==> src/rtl/bcd_scan_display_if.sv <==
// Control strobes and display/count outputs of bcd_scan_display, grouped as one bus.
// The master side drives the strobes and the slave side (the display block) drives the outputs.
interface bcd_scan_display_if;
    logic        tick_scan;
    logic        tick_count;
    logic        run;
    logic        clear;
    logic [3:0]  an;
    logic [6:0]  seg;
    logic        dp;
    logic [15:0] count_bcd;
    logic        wrap;

    modport master (
        output tick_scan, tick_count, run, clear,
        input  an, seg, dp, count_bcd, wrap
    );

    modport slave (
        input  tick_scan, tick_count, run, clear,
        output an, seg, dp, count_bcd, wrap
    );
endinterface

==> src/rtl/bcd_scan_display.sv <==
// Four-digit BCD counter driving a multiplexed seven-segment display with inter-digit blanking.
// Optional macro LEADING_ZERO_BLANK_EN blanks digits above the most significant nonzero digit.
module bcd_scan_display #(
    parameter int unsigned BLANK_CYCLES = 16,
    parameter int unsigned DP_DIGIT     = 2
) (
    input  logic              clk,
    input  logic              rst_n,
    bcd_scan_display_if.slave bus
);
    typedef enum logic {BLANK, SHOW} state_t;

    localparam logic [7:0] BLANK_LOAD = 8'(BLANK_CYCLES);
    localparam logic [1:0] DP_IDX     = 2'(DP_DIGIT);
    localparam bit         DP_EN      = (DP_DIGIT < 4);

    // Active-low {g,f,e,d,c,b,a}; codes 10-15 cannot occur and decode to all-off.
    function automatic logic [6:0] decode(input logic [3:0] digit);
        case (digit)
            4'd0:    decode = 7'b1000000;
            4'd1:    decode = 7'b1111001;
            4'd2:    decode = 7'b0100100;
            4'd3:    decode = 7'b0110000;
            4'd4:    decode = 7'b0011001;
            4'd5:    decode = 7'b0010010;
            4'd6:    decode = 7'b0000010;
            4'd7:    decode = 7'b1111000;
            4'd8:    decode = 7'b0000000;
            4'd9:    decode = 7'b0010000;
            default: decode = 7'b1111111;
        endcase
    endfunction

    logic [15:0] count_q, count_d;
    logic        wrap_q, wrap_d;
    logic        carry;

    // NOTE: every always_comb output gets a default first so no path can infer a latch.
    always_comb begin
        count_d = count_q;
        wrap_d  = 1'b0;
        carry   = 1'b0;
        if (bus.clear) begin
            count_d = '0;
        end else if (bus.tick_count && bus.run) begin
            carry = 1'b1;
            for (int i = 0; i < 4; i++) begin
                if (carry) begin
                    if (count_q[4*i +: 4] == 4'd9) begin
                        count_d[4*i +: 4] = 4'd0;
                    end else begin
                        count_d[4*i +: 4] = count_q[4*i +: 4] + 4'd1;
                        carry             = 1'b0;
                    end
                end
            end
            wrap_d = carry;
        end
    end

    state_t     state_q, state_d;
    logic [1:0] idx_q, idx_d;
    logic [7:0] cnt_q, cnt_d;
    logic [3:0] an_q, an_d;
    logic [6:0] seg_q, seg_d;
    logic       dp_q, dp_d;

    // Outputs are computed from the next state so the registers line up with the FSM;
    // seg_q doubles as the display latch, loaded only on entry to SHOW.
    always_comb begin
        state_d = state_q;
        idx_d   = idx_q;
        cnt_d   = cnt_q;
        an_d    = an_q;
        seg_d   = seg_q;
        dp_d    = dp_q;
        case (state_q)
            BLANK: begin
                cnt_d = cnt_q - 8'd1;
                if (cnt_q <= 8'd1) begin
                    state_d       = SHOW;
                    idx_d         = idx_q + 2'd1;
                    cnt_d         = BLANK_LOAD;
                    an_d          = 4'b1111;
                    an_d[idx_d]   = 1'b0;
                    seg_d         = decode(count_q[{idx_d, 2'b00} +: 4]);
                    dp_d          = ~(DP_EN && (idx_d == DP_IDX));
`ifdef LEADING_ZERO_BLANK_EN
                    if ((idx_d == 2'd1 && count_q[15:4]  == 12'd0) ||
                        (idx_d == 2'd2 && count_q[15:8]  == 8'd0)  ||
                        (idx_d == 2'd3 && count_q[15:12] == 4'd0)) begin
                        seg_d = 7'b1111111;
                        dp_d  = 1'b1;
                    end
`endif
                end
            end
            SHOW: begin
                if (bus.tick_scan) begin
                    state_d = BLANK;
                    cnt_d   = BLANK_LOAD;
                    an_d    = 4'b1111;
                    seg_d   = 7'b1111111;
                    dp_d    = 1'b1;
                end
            end
            default: state_d = BLANK;
        endcase
    end

    // NOTE: sequential state uses non-blocking assignments only.
    always_ff @(posedge clk or negedge rst_n) begin
        if (!rst_n) begin
            count_q <= '0;
            wrap_q  <= 1'b0;
            state_q <= BLANK;
            idx_q   <= 2'd3;
            cnt_q   <= BLANK_LOAD;
            an_q    <= 4'b1111;
            seg_q   <= 7'b1111111;
            dp_q    <= 1'b1;
        end else begin
            count_q <= count_d;
            wrap_q  <= wrap_d;
            state_q <= state_d;
            idx_q   <= idx_d;
            cnt_q   <= cnt_d;
            an_q    <= an_d;
            seg_q   <= seg_d;
            dp_q    <= dp_d;
        end
    end

    assign bus.count_bcd = count_q;
    assign bus.wrap      = wrap_q;
    assign bus.an        = an_q;
    assign bus.seg       = seg_q;
    assign bus.dp        = dp_q;
endmodule

==> src/flat_wrapper.sv <==
// flat-port wrapper written by rule: the top's interface ports become plain ports
module bcd_scan_display_flat 
#(
    parameter int unsigned BLANK_CYCLES = 16,
    parameter int unsigned DP_DIGIT     = 2
)
  (clk, rst_n, bus_tick_scan, bus_tick_count, bus_run, bus_clear, bus_an, bus_seg, bus_dp, bus_count_bcd, bus_wrap);
  bcd_scan_display_if bus_i ();
  input  logic clk;
  input  logic rst_n;
  input wire logic [$bits(bus_i.tick_scan)-1:0] bus_tick_scan;
  input wire logic [$bits(bus_i.tick_count)-1:0] bus_tick_count;
  input wire logic [$bits(bus_i.run)-1:0] bus_run;
  input wire logic [$bits(bus_i.clear)-1:0] bus_clear;
  output wire logic [$bits(bus_i.an)-1:0] bus_an;
  output wire logic [$bits(bus_i.seg)-1:0] bus_seg;
  output wire logic [$bits(bus_i.dp)-1:0] bus_dp;
  output wire logic [$bits(bus_i.count_bcd)-1:0] bus_count_bcd;
  output wire logic [$bits(bus_i.wrap)-1:0] bus_wrap;
  assign bus_i.tick_scan = bus_tick_scan;
  assign bus_i.tick_count = bus_tick_count;
  assign bus_i.run = bus_run;
  assign bus_i.clear = bus_clear;
  assign bus_an = bus_i.an;
  assign bus_seg = bus_i.seg;
  assign bus_dp = bus_i.dp;
  assign bus_count_bcd = bus_i.count_bcd;
  assign bus_wrap = bus_i.wrap;
  bcd_scan_display #(.BLANK_CYCLES(BLANK_CYCLES), .DP_DIGIT(DP_DIGIT)) u_core (.clk(clk), .rst_n(rst_n), .bus(bus_i));
endmodule
==> config.mk <==
export PLATFORM = sky130hd
export DESIGN_NAME = bcd_scan_display_flat
export DESIGN_NICKNAME = d
export VERILOG_FILES = /design/src/rtl/bcd_scan_display_if.sv /design/src/rtl/bcd_scan_display.sv /design/src/flat_wrapper.sv
export SDC_FILE = /design/constraint.sdc
export NUM_CORES = 1
export LEC_CHECK = 0
export CAP_MARGIN = 20
export CORE_UTILIZATION = 45
export CTS_CLUSTER_SIZE = 20
export DETAILED_ROUTE_END_ITERATION = 8
export PLACE_DENSITY = 0.69
export SLEW_MARGIN = 40
export SYNTH_ARGS = -nofsm -noshare
export SYNTH_HDL_FRONTEND = slang
export SYNTH_SLANG_ARGS = --single-unit
==> constraint.sdc <==
create_clock -name clk -period 3.17 [get_ports clk]
set_clock_uncertainty 0.05 [all_clocks]
set_input_delay 0.634 -clock clk [delete_from_list [all_inputs] [get_ports clk]]
set_output_delay 0.634 -clock clk [all_outputs]
set_load 0.05 [all_outputs]
==> Word-level counts from Yosys, hierarchy flattened <==
Memory sizes are Yosys's and may differ from the RTL's.
Index checks and enable logic that the tools add are counted.
{ "totals": {"out_inout_bits": 29, "input_bits": 6, "n_memories": 1, "regBits": 40, "mem_bits_ro": 112, "word_cells": 84} }
{ "mem_list": {"columns": ["name", "words", "word_bits", "rd", "rd_clocked_by_memory_dff", "write_ports", "line_no", "rtl"], "rows": [
  ["(name not given)", 16, 7, 1, 0, 0, "bcd_scan_display.sv:19", "case (digit)"]
]} }
{ "op_classes": {"bitwise_logic": 3, "shift": 1, "add_sub_neg": 6, "n_eq_ne": 7, "magnitude_cmp": 3, "n_mux": 41, "n_reduce_logical": 11} }
{ "ops": {"columns": ["op", "count"], "rows": [
  ["4-bit 2-to-1 mux", 9],
  ["16-bit 2-to-1 mux", 2],
  ["1-bit 2-to-1 mux", 20],
  ["4-bit by 1-bit adder with 4-bit output (second input constant)", 4],
  ["4-bit equality test (second input constant)", 4],
  ["8-bit 2-to-1 mux", 2],
  ["8-bit case mux with 2 select lines", 1],
  ["16-bit by 5-bit indexed part select with 4-bit output", 1],
  ["7-bit 2-to-1 mux", 2],
  ["7-bit case mux with 2 select lines", 1],
  ["2-bit AND reduction", 5],
  ["8-bit by 1-bit less-or-equal comparator with 1-bit output (second input constant)", 1],
  ["4-bit case mux with 2 select lines", 1],
  ["2-bit nonzero test", 4],
  ["8-bit by 1-bit subtractor with 8-bit output (second input constant)", 1],
  ["4-bit NOT", 1],
  ["1-bit case mux with 2 select lines", 2],
  ["2-bit by 3-bit < comparator with 1-bit output (second input constant)", 1],
  ["2-bit by 1-bit adder with 2-bit output (second input constant)", 1],
  ["1-bit demux with 2-bit select", 1],
  ["2-bit equality test (second input constant)", 1],
  ["2-bit by 1-bit >= comparator with 1-bit output (second input constant)", 1],
  ["1-bit logical AND", 2],
  ["2-bit by 1-bit != test with 1-bit output (second input constant)", 1],
  ["other kinds (2)", 3]
]} }

==> Longest topological paths before layout <==
Gate-level depths: netlist of the first run.
{ "depth": {"ltp_word": 13, "depth_mapped": 10, "ltp_nobuf": 9} }

==> Worst setup path after synthesis of the first run <==
OpenSTA, ideal clock, no wires.
{ "synth_path": {"kind": "reg2reg", "from": "reg u_core.idx_q[0]", "to": "reg u_core.seg_q[2], in the netlist u_core.bus.seg[2]", "required_ns": 3.045, "synth_period_minus_slack_ns": 2.289, "setup_slack_ns": 0.881, "setup_ns": 0.075, "path_stages_with_launch": 10, "n_path_buf": 1, "t_arrival_ns": 2.164, "path_cell_list": "dfstp_2 -> buf_6 -> inv_1 -> ha_1 -> mux4_1 -> inv_1 -> ha_1 -> inv_1 -> or3_1 -> a2bb2oi_1"} }
{ "synth_via": {"elab_chain_len": 5} }
{ "synth_rtl": {"columns": ["element", "line_no", "rtl"], "rows": [
  ["start: declaration", "bcd_scan_display.sv:62", "logic [1:0] idx_q, idx_d;"],
  ["start signal: assignment", "bcd_scan_display.sv:126", "idx_q <= idx_d;"],
  ["2-bit by 1-bit adder with 2-bit output", "bcd_scan_display.sv:82", "idx_d = idx_q + 2'd1;"],
  ["16-bit by 5-bit indexed part select with 4-bit output", "bcd_scan_display.sv:86", "seg_d = decode(count_q[{idx_d, 2'b00} +: 4]);"],
  ["memory 16 x 7 bit", null, null],
  ["7-bit 2-to-1 mux", "bcd_scan_display.sv:80", "if (cnt_q <= 8'd1) begin"],
  ["7-bit case mux with 2 select lines", "bcd_scan_display.sv:77", "case (state_q)"],
  ["end signal: assignment", "bcd_scan_display.sv:129", "seg_q <= seg_d;"],
  ["end: declaration", "bcd_scan_display.sv:65", "logic [6:0] seg_q, seg_d;"]
]} }
Every way passes these cells. The select of a mux whose other input is x is not followed.
A chain may end at the register's enable or synchronous reset.

==> Worst setup path in the final report of the first run <==
{ "layout_path": {"from": "reg u_core.idx_q[0]", "to": "reg u_core.seg_q[4], in the netlist u_core.bus.seg[4]"} }
Same word-level chain as after synthesis.

==> reports/qor_table.md, run 1 <==
| Group | Item | This run |
|:---|:---|:---|
| cts | Worst skew pair latency | 290 ps |
| cts | Number of gates resized after CTS | 0 |
| routing | Initial DRC Count | 47 |
| pwr | Power Density | 406 nW/µm² |
| floorplan | Initial core utilization | 47.4% |
| routing | DRC errors left | 0 |
| critical path | Worst R2R Start | u_core.idx_q[0]$_DFFE_PN1P_ |
| sta | Hold Fails Final Rpt | 0 |
| routing | Per-cell via count in the routed design | 5.29 |
| pwr | Overall Power | 1.11 mW |
| synth | YS warnings | 0 |
| finish | Final std cell area, no fill | 2740 µm² |
| finish | Leading cell types in the layout, fill and taps excluded | 33 x sky130_fd_sc_hd__clkdlybuf4s50_1, 25 x sky130_fd_sc_hd__dfrtp_1, 19 x sky130_fd_sc_hd__ha_1 |
| floorplan | Std cell rows | 25 |
| routing | Drt first pass iters | 4 |
| grt | Number of global-route vias before repair | 1697 |
| floorplan | Die X-Extent | 73 µm |
| finish | Post-route insts no fill | 325 |
| sta | Worst slew slack as a fraction of its limit | 58.1% |
| synth | Flip-flop and latch count after synthesis | 39 |
| critical path | Endpoint of the worst register-to-register path | u_core.bus.seg[4]$_DFFE_PN1P_ |
| cts | Number of setup buffers added after CTS | 0 |
| placement | Final HPWL DP | 3.14 mm |
| sta | RSZ-0062 raised after global routing | no |
| critical path | Reg2Reg Setup Slack | 750 ps |
| routing | Average routed wire per standard cell | 13.7 µm |
| cts | CTS Buffer Depth | 2 |
| synth | Area of the mapped netlist | 2270 µm² |
| synth | Number of enable-type register cells in the synthesized netlist | 0 |
| critical path | Register-to-Register Path Depth | 9 |
| sta | Final Critical Period | 2420 ps |
| routing | Total Routed Length | 4.44 mm |
| synth | Post-synth top area cell | sky130_fd_sc_hd__dfrtp_1 |
| critical path | Critical path required time | 3320 ps |
| critical path | Critical path type | flop to flop |
| critical path | Data arrival time at the worst-slack endpoint | 2570 ps |
| grt | Initial antenna violation count | 0 |
| synth | Number of nets produced by synthesis | 247 |
| synth | Most used flip-flop cell after synthesis | sky130_fd_sc_hd__dfrtp_1 |
| grt | GRT Residual Overflow | 0 |
| finish | Layout Area Growth over Synthesis | 20.7% |
| synth | Synthesized instance count | 222 |
| cts | Number of H-tree branching levels | 2 |
| finish | Final #Nets | 282 |
| grt | Largest net degree at the start of global routing | 40 |
| pwr | Leakage power figure | 1.15 nW |
| cts | Number of CTS-inserted buffers | 5 |
| sta | Worst hold slack across all endpoints | 254 ps |
| critical path | Kind of launch point of the worst setup path | flop |
| synth | Top-area cell type share of the netlist area | 27.6% |
| pwr | Worst VDD drop | 227 µV |
| synth | Mean Syn Cell Area | 10.2 µm² |
| floorplan | Count of pins on the block boundary | 35 |
| sta | Fmax | 414 MHz |
| sta | Setup violators final | 0 |
| placement | Post-Place Cell Area | 2660 µm² |
| sta | Setup total negative slack | 0 ps |
| grt | Total global-route track usage | 19.8% |
| cts | CTS Hold Bufs | 0 |
| finish | Number of antenna repair diodes | 0 |
| cts | TritonCTS sink count | 39 |
| floorplan | Area inside the core boundary | 4790 µm² |
| worst hold path | Min-Delay Path Class | input port to asynchronous set/reset pin |
| finish | Share of final-layout standard cells stronger than drive strength 1 | 12.4% |
| sta | Number of max-slew violations in the final report | 0 |
| cts | CTS Root Cell | sky130_fd_sc_hd__clkbuf_8 |
| floorplan | Vertical extent of the die | 73 µm |
| cts | Clock-pin slew reported for the worst setup and hold paths after clock tree synthesis | 80 ps |
| finish | Most frequent standard cell in the layout excluding fill and tap cells | sky130_fd_sc_hd__clkdlybuf4s50_1 |
| sta | Worst slew pin tran | 628 ps |
| critical path | Endpoint class of the critical path | flop |
| cts | Clock tree from TritonCTS | done |
| routing | Count of vias placed by the detailed router | 1719 |
| synth | Fraction of registers with async set or reset after synthesis | 100% |
| floorplan | Area of the die | 5330 µm² |
| flow run | Max cap viols | 0 |
| critical path | Highest net fanout along the worst path | 7 |
| sta | Share of the clock period used by the worst path after layout | 76.3% |
| synth | Netlist cell types | 42 |
| placement | Placed Cells incl. Taps | 317 |
| routing | Count of nets left with antenna violations after detail routing | 0 |
| run status | Run status | completed |
| placement | Total of buffers placed on input and output ports | 34 |
| grt | Wire length of the first global-routing pass | 7.99 mm |
| synth | Largest cells by area after synthesis | sky130_fd_sc_hd__dfrtp_1 28%, sky130_fd_sc_hd__dfstp_2 16%, sky130_fd_sc_hd__ha_1 10% |
| placement | Routability cong. | 0.791 |
| synth | Sequential element share of the synthesized area | 43.8% |
-- stage by stage --
step,setup slack (ps),util (%)
after floorplan,881,-
after global placement,800,55.5
after detailed placement,755,55.5
after CTS,739,57.2
after global routing,565,57.2
final,752,57.2
-- logic make-up after synthesis --
group	after synthesis	share of synthesized area, %
AND/OR/NAND/NOR	71	16.8
adder cells (fa/ha/maj)	19	10.5
multiplexers	10	7.00
flip-flops	39	43.8
AO/OA/AOI/OAI	53	15.3
XOR/XNOR	4	1.54
buffers and inverters	26	5.13
-- flip-flops by register name, indices dropped and copies added, names as in the netlist --
signal and flops:
u_core.bus.an 3, u_core.cnt_q 8, u_core.idx_q 2, u_core.bus.wrap 1, u_core.bus.count_bcd 16, u_core.bus.seg 7
u_core.state_q 1, u_core.bus.dp 1
-- layout make-up --
class / count / area (µm²)
inverters: 18 / 67.6
clock inverters: 1 / 5.00
fillers: 446 / 2050
repair buffers: 36 / 353
well taps: 67 / 83.8
flip-flops and latches: 39 / 993
clock buffers: 7 / 76.3
multi-input cells: 157 / 1160
-- worst max-delay path by stage --
stage	end	from	depth (start not counted)	slack, ps
6_report	u_core.bus.seg[4]$_DFFE_PN1P_	u_core.idx_q[0]$_DFFE_PN1P_	9	750
5_1_grt	u_core.bus.seg[4]$_DFFE_PN1P_	u_core.idx_q[0]$_DFFE_PN1P_	9	570
4_1_cts	u_core.bus.seg[2]$_DFFE_PN1P_	u_core.idx_q[0]$_DFFE_PN1P_	8	740
3_5_place_dp	u_core.bus.seg[4]$_DFFE_PN1P_	u_core.idx_q[0]$_DFFE_PN1P_	9	760
3_3_place_gp	u_core.bus.seg[4]$_DFFE_PN1P_	u_core.idx_q[0]$_DFFE_PN1P_	9	800
2_1_floorplan	u_core.bus.seg[2]$_DFFE_PN1P_	u_core.idx_q[0]$_DFFE_PN1P_	9	880
-- Yosys cell counts, types with 2 or more instances --
cell type                    n
sky130_fd_sc_hd__dfstp_2    14
sky130_fd_sc_hd__nor4_1      2
sky130_fd_sc_hd__xnor2_1     2
sky130_fd_sc_hd__and2_1      2
sky130_fd_sc_hd__or3_1       4
sky130_fd_sc_hd__ha_1       19
sky130_fd_sc_hd__a21o_1      3
sky130_fd_sc_hd__nand2b_1    3
sky130_fd_sc_hd__nor3_1      8
sky130_fd_sc_hd__buf_2       3
sky130_fd_sc_hd__o31a_1      2
sky130_fd_sc_hd__o21ai_0    17
sky130_fd_sc_hd__dfrtp_1    25
sky130_fd_sc_hd__o41ai_1     2
sky130_fd_sc_hd__inv_1      18
sky130_fd_sc_hd__xor2_1      2
sky130_fd_sc_hd__or2_2       4
sky130_fd_sc_hd__mux4_1      2
sky130_fd_sc_hd__nand2_1    17
sky130_fd_sc_hd__mux2i_1     5
sky130_fd_sc_hd__nand3_1    10
sky130_fd_sc_hd__a2bb2oi_1  11
sky130_fd_sc_hd__buf_4       2
sky130_fd_sc_hd__mux4_2      2
sky130_fd_sc_hd__nor2_1      9
sky130_fd_sc_hd__and3b_1     3
sky130_fd_sc_hd__a21oi_1    11
sky130_fd_sc_hd__nand3b_1    5
sky130_fd_sc_hd__a31oi_1     2
-- report_power, final --
part / internal (mW) / total (mW) / leakage (nW) / switching (mW)
registers: 0.516 / 0.550 / 0.461 / 0.0331
logic: 0.0911 / 0.237 / 0.649 / 0.146
clock network: 0.155 / 0.324 / 0.0422 / 0.170
-- worst max-delay path, cell delays in order (launching register included) --
cell                        delay [ps]
sky130_fd_sc_hd__dfstp_2           630
sky130_fd_sc_hd__inv_1             110
sky130_fd_sc_hd__ha_1              370
sky130_fd_sc_hd__mux4_1            370
sky130_fd_sc_hd__inv_1             130
sky130_fd_sc_hd__ha_1              150
sky130_fd_sc_hd__inv_1              40
sky130_fd_sc_hd__mux2_1            280
sky130_fd_sc_hd__mux2i_1           120
sky130_fd_sc_hd__a2bb2oi_1          80
-- per-layer routing --
| layer | vias to the layer above | track usage, % | routed length, µm |
|---|---|---|---|
| met4 | 0 | 7.41 | 32 |
| met1 | 827 | 27.9 | 2260 |
| met3 | 2 | 4.14 | 148 |
| li1 | 862 | - | - |
| met2 | 28 | 29.9 | 2000 |
| met5 | - | 0 | 0 |
Power figures use the tool's default switching activity.
==> run 2: changes to the inputs <==
==> constraint.sdc (replaced) <==
create_clock -name clk -period 2.51 [get_ports clk]
set_clock_uncertainty 0.05 [all_clocks]
set_input_delay 0.502 -clock clk [delete_from_list [all_inputs] [get_ports clk]]
set_output_delay 0.502 -clock clk [all_outputs]
set_load 0.05 [all_outputs]
==> reports/qor_table.md, run 2 (synthesized netlist as in run 1, its figures left out) <==
| Group | Item | This run | Change |
|:---|:---|:---|:---|
| floorplan | Die X-Extent | 73 µm | unchanged |
| floorplan | Std cell rows | 25 | unchanged |
| finish | Leading cell types in the layout, fill and taps excluded | 33 x sky130_fd_sc_hd__clkdlybuf4s50_1, 25 x sky130_fd_sc_hd__dfrtp_1, 19 x sky130_fd_sc_hd__ha_1 |  |
| grt | Total global-route track usage | 19.2% | -0.63 points |
| routing | Average routed wire per standard cell | 13.9 µm | +1.6% |
| cts | Number of H-tree branching levels | 2 | unchanged |
| cts | Clock-pin slew reported for the worst setup and hold paths after clock tree synthesis | 80 ps | about the same |
| critical path | Critical path required time | 2670 ps | -650 ps |
| critical path | Critical path type | flop to flop |  |
| finish | Sequential cell area in the final layout | 993 µm² | unchanged |
| sta | Setup violators final | 0 | unchanged |
| finish | Share of final-layout standard cells stronger than drive strength 1 | 13.8% | +1.4 points |
| routing | Count of vias placed by the detailed router | 1729 | +0.58% |
| floorplan | Vertical extent of the die | 73 µm | unchanged |
| grt | GRT Residual Overflow | 0 | unchanged |
| sta | Worst slew pin tran | 636 ps | +8.46 ps |
| placement | Routability cong. | 0.794 | +0.38% |
| cts | CTS Root Cell | sky130_fd_sc_hd__clkbuf_8 |  |
| routing | Drt first pass iters | 4 | unchanged |
| finish | Utilization after layout | 57.6% | +0.37 points |
| sta | RSZ-0062 raised after global routing | no |  |
| routing | DRC errors left | 0 | unchanged |
| placement | Final HPWL DP | 3.20 mm | +1.9% |
| finish | Final std cell area, no fill | 2760 µm² | +0.64% |
| worst hold path | Min-Delay Path Class | input port to asynchronous set/reset pin |  |
| routing | Count of nets left with antenna violations after detail routing | 0 | unchanged |
| critical path | Data arrival time at the worst-slack endpoint | 2480 ps | -90 ps |
| sta | Hold Fails Final Rpt | 0 | unchanged |
| floorplan | Area inside the core boundary | 4790 µm² | unchanged |
| cts | CTS Buffer Depth | 2 | unchanged |
| floorplan | Count of pins on the block boundary | 35 | unchanged |
| cts | Number of setup buffers added after CTS | 0 | unchanged |
| pwr | Overall Power | 1.41 mW | +27% |
| finish | Multi-input gate area in the final layout | 1160 µm² | unchanged |
| finish | Number of antenna repair diodes | 0 | unchanged |
| placement | Post-Place Cell Area | 2670 µm² | +0.57% |
| critical path | Endpoint class of the critical path | flop |  |
| sta | Final Critical Period | 2320 ps | -97.8 ps |
| sta | Share of the clock period used by the worst path after layout | 92.4% | +16 points |
| cts | CTS Hold Bufs | 0 | unchanged |
| cts | TritonCTS sink count | 39 | unchanged |
| routing | Total Routed Length | 4.54 mm | +2.2% |
| critical path | Kind of launch point of the worst setup path | flop |  |
| cts | Clock tree from TritonCTS | done |  |
| finish | Layout Area Growth over Synthesis | 21.5% |  |
| cts | Number of CTS-inserted buffers | 5 | unchanged |
| sta | Setup total negative slack | 0 ps | unchanged |
| grt | Initial antenna violation count | 0 | unchanged |
| sta | Number of max-slew violations in the final report | 0 | unchanged |
| run status | Run status | completed |  |
| finish | Most frequent standard cell in the layout excluding fill and tap cells | sky130_fd_sc_hd__clkdlybuf4s50_1 |  |
| cts | Number of gates resized after CTS | 0 | unchanged |
| grt | Wire length of the first global-routing pass | 7.76 mm | -2.9% |
| finish | Flip-flop count of the largest register after layout | 16 | unchanged |
| pwr | Leakage power figure | 1.17 nW | +1.4% |
| floorplan | Initial core utilization | 47.4% | unchanged |
| routing | Per-cell via count in the routed design | 5.29 | about the same |
| sta | Worst slew slack as a fraction of its limit | 57.5% | -0.56 points |
| routing | Initial DRC Count | 95 | +100% |
| pwr | Worst VDD drop | 354 µV | +56% |
| finish | Final #Nets | 284 | +0.71% |
| flow run | Max cap viols | 0 | unchanged |
| finish | Fillers | 435 | -2.5% |
| pwr | Power Density | 513 nW/µm² | +26% |
| grt | Largest net degree at the start of global routing | 40 | unchanged |
| cts | Worst skew pair latency | 290 ps | about the same |
| placement | Total of buffers placed on input and output ports | 34 | unchanged |
| critical path | Highest net fanout along the worst path | 5 | -2 |
| grt | Number of global-route vias before repair | 1682 | -0.88% |
| sta | Fmax | 431 MHz | +4.2% |
| floorplan | Area of the die | 5330 µm² | unchanged |
-- run 2: cell count changes in the layout (fill, tap and decap cells not counted), sizes merged --
cell and change:
buf +2, clkbuf -2, clkinv +2
-- run 2: worst paths after layout --
path / from / end / slack, ps / cells past startpoint
setup / recovery: u_core.idx_q[0]$_DFFE_PN1P_ / u_core.bus.seg[4]$_DFFE_PN1P_ / 190 / 9
setup reg to reg: u_core.idx_q[0]$_DFFE_PN1P_ / u_core.bus.seg[4]$_DFFE_PN1P_ / 190 / 9
max in group asynchronous: rst_n / u_core.bus.an[3]$_DFFE_PN1P_ / 1930 / 1
hold / removal: rst_n / u_core.cnt_q[3]$_DFFE_PN0P_ / 110 / 1
hold reg to reg: u_core.bus.seg[5]$_DFFE_PN1P_ / u_core.bus.seg[5]$_DFFE_PN1P_ / 450 / 1
min in group clk: u_core.bus.seg[5]$_DFFE_PN1P_ / u_core.bus.seg[5]$_DFFE_PN1P_ / 450 / 1
-- run 2: critical path: stages, from the launching register on --
cell,delay (ps)
sky130_fd_sc_hd__dfstp_2,540
sky130_fd_sc_hd__inv_1,80
sky130_fd_sc_hd__ha_1,380
sky130_fd_sc_hd__mux4_1,380
sky130_fd_sc_hd__inv_1,130
sky130_fd_sc_hd__ha_1,160
sky130_fd_sc_hd__inv_1,50
sky130_fd_sc_hd__mux2_1,280
sky130_fd_sc_hd__mux2i_1,130
sky130_fd_sc_hd__a2bb2oi_1,80
-- run 2: layout make-up --
class	count	area share, %
multi-input combinational	157	42.1
tap	67	3.04
timing repair buffer	38	13.4
inverter	18	2.45
clock buffer	5	2.50
sequential	39	36.1
clock inverter	3	0.545
-- run 2: where the power goes --
part / switching, mW / total, mW / internal, mW
clock: 0.229 / 0.419 / 0.190
combinational: 0.184 / 0.300 / 0.116
sequential: 0.0433 / 0.695 / 0.652
total: 0.456 / 1.41 / 0.958
-- run 2: stage by stage --
stage / hold WS (ps) / cells / setup slack [ps]
after global placement: 441 / 319 / 277
after CTS: 128 / 327 / 176
final: 110 / 327 / 190
after floorplan: 156 / 222 / 221
after detailed placement: 442 / 319 / 185
after global routing: 156 / 327 / 59.6
-- run 2: metal layers --
metal | vias to the layer above | track usage [%] | part of all wire, %
li1 | 866 | - | -
met1 | 819 | 25.2 | 50
met2 | 37 | 30.5 | 45
met3 | 7 | 3.87 | 3.4
met4 | 0 | 8.50 | 1.9
met5 | - | 0 | 0
==> run 3: changes to the inputs <==
--- a/config.mk
+++ b/config.mk
@@ -7,7 +7,7 @@
 export LEC_CHECK = 0
 export CAP_MARGIN = 20
 export CORE_UTILIZATION = 45
-export CTS_CLUSTER_SIZE = 20
+export CTS_CLUSTER_SIZE = 14
 export DETAILED_ROUTE_END_ITERATION = 8
 export PLACE_DENSITY = 0.69
 export SLEW_MARGIN = 40
==> results of run 3 <==
No change in the layout: final DEF, timing and power equal those of run 2.
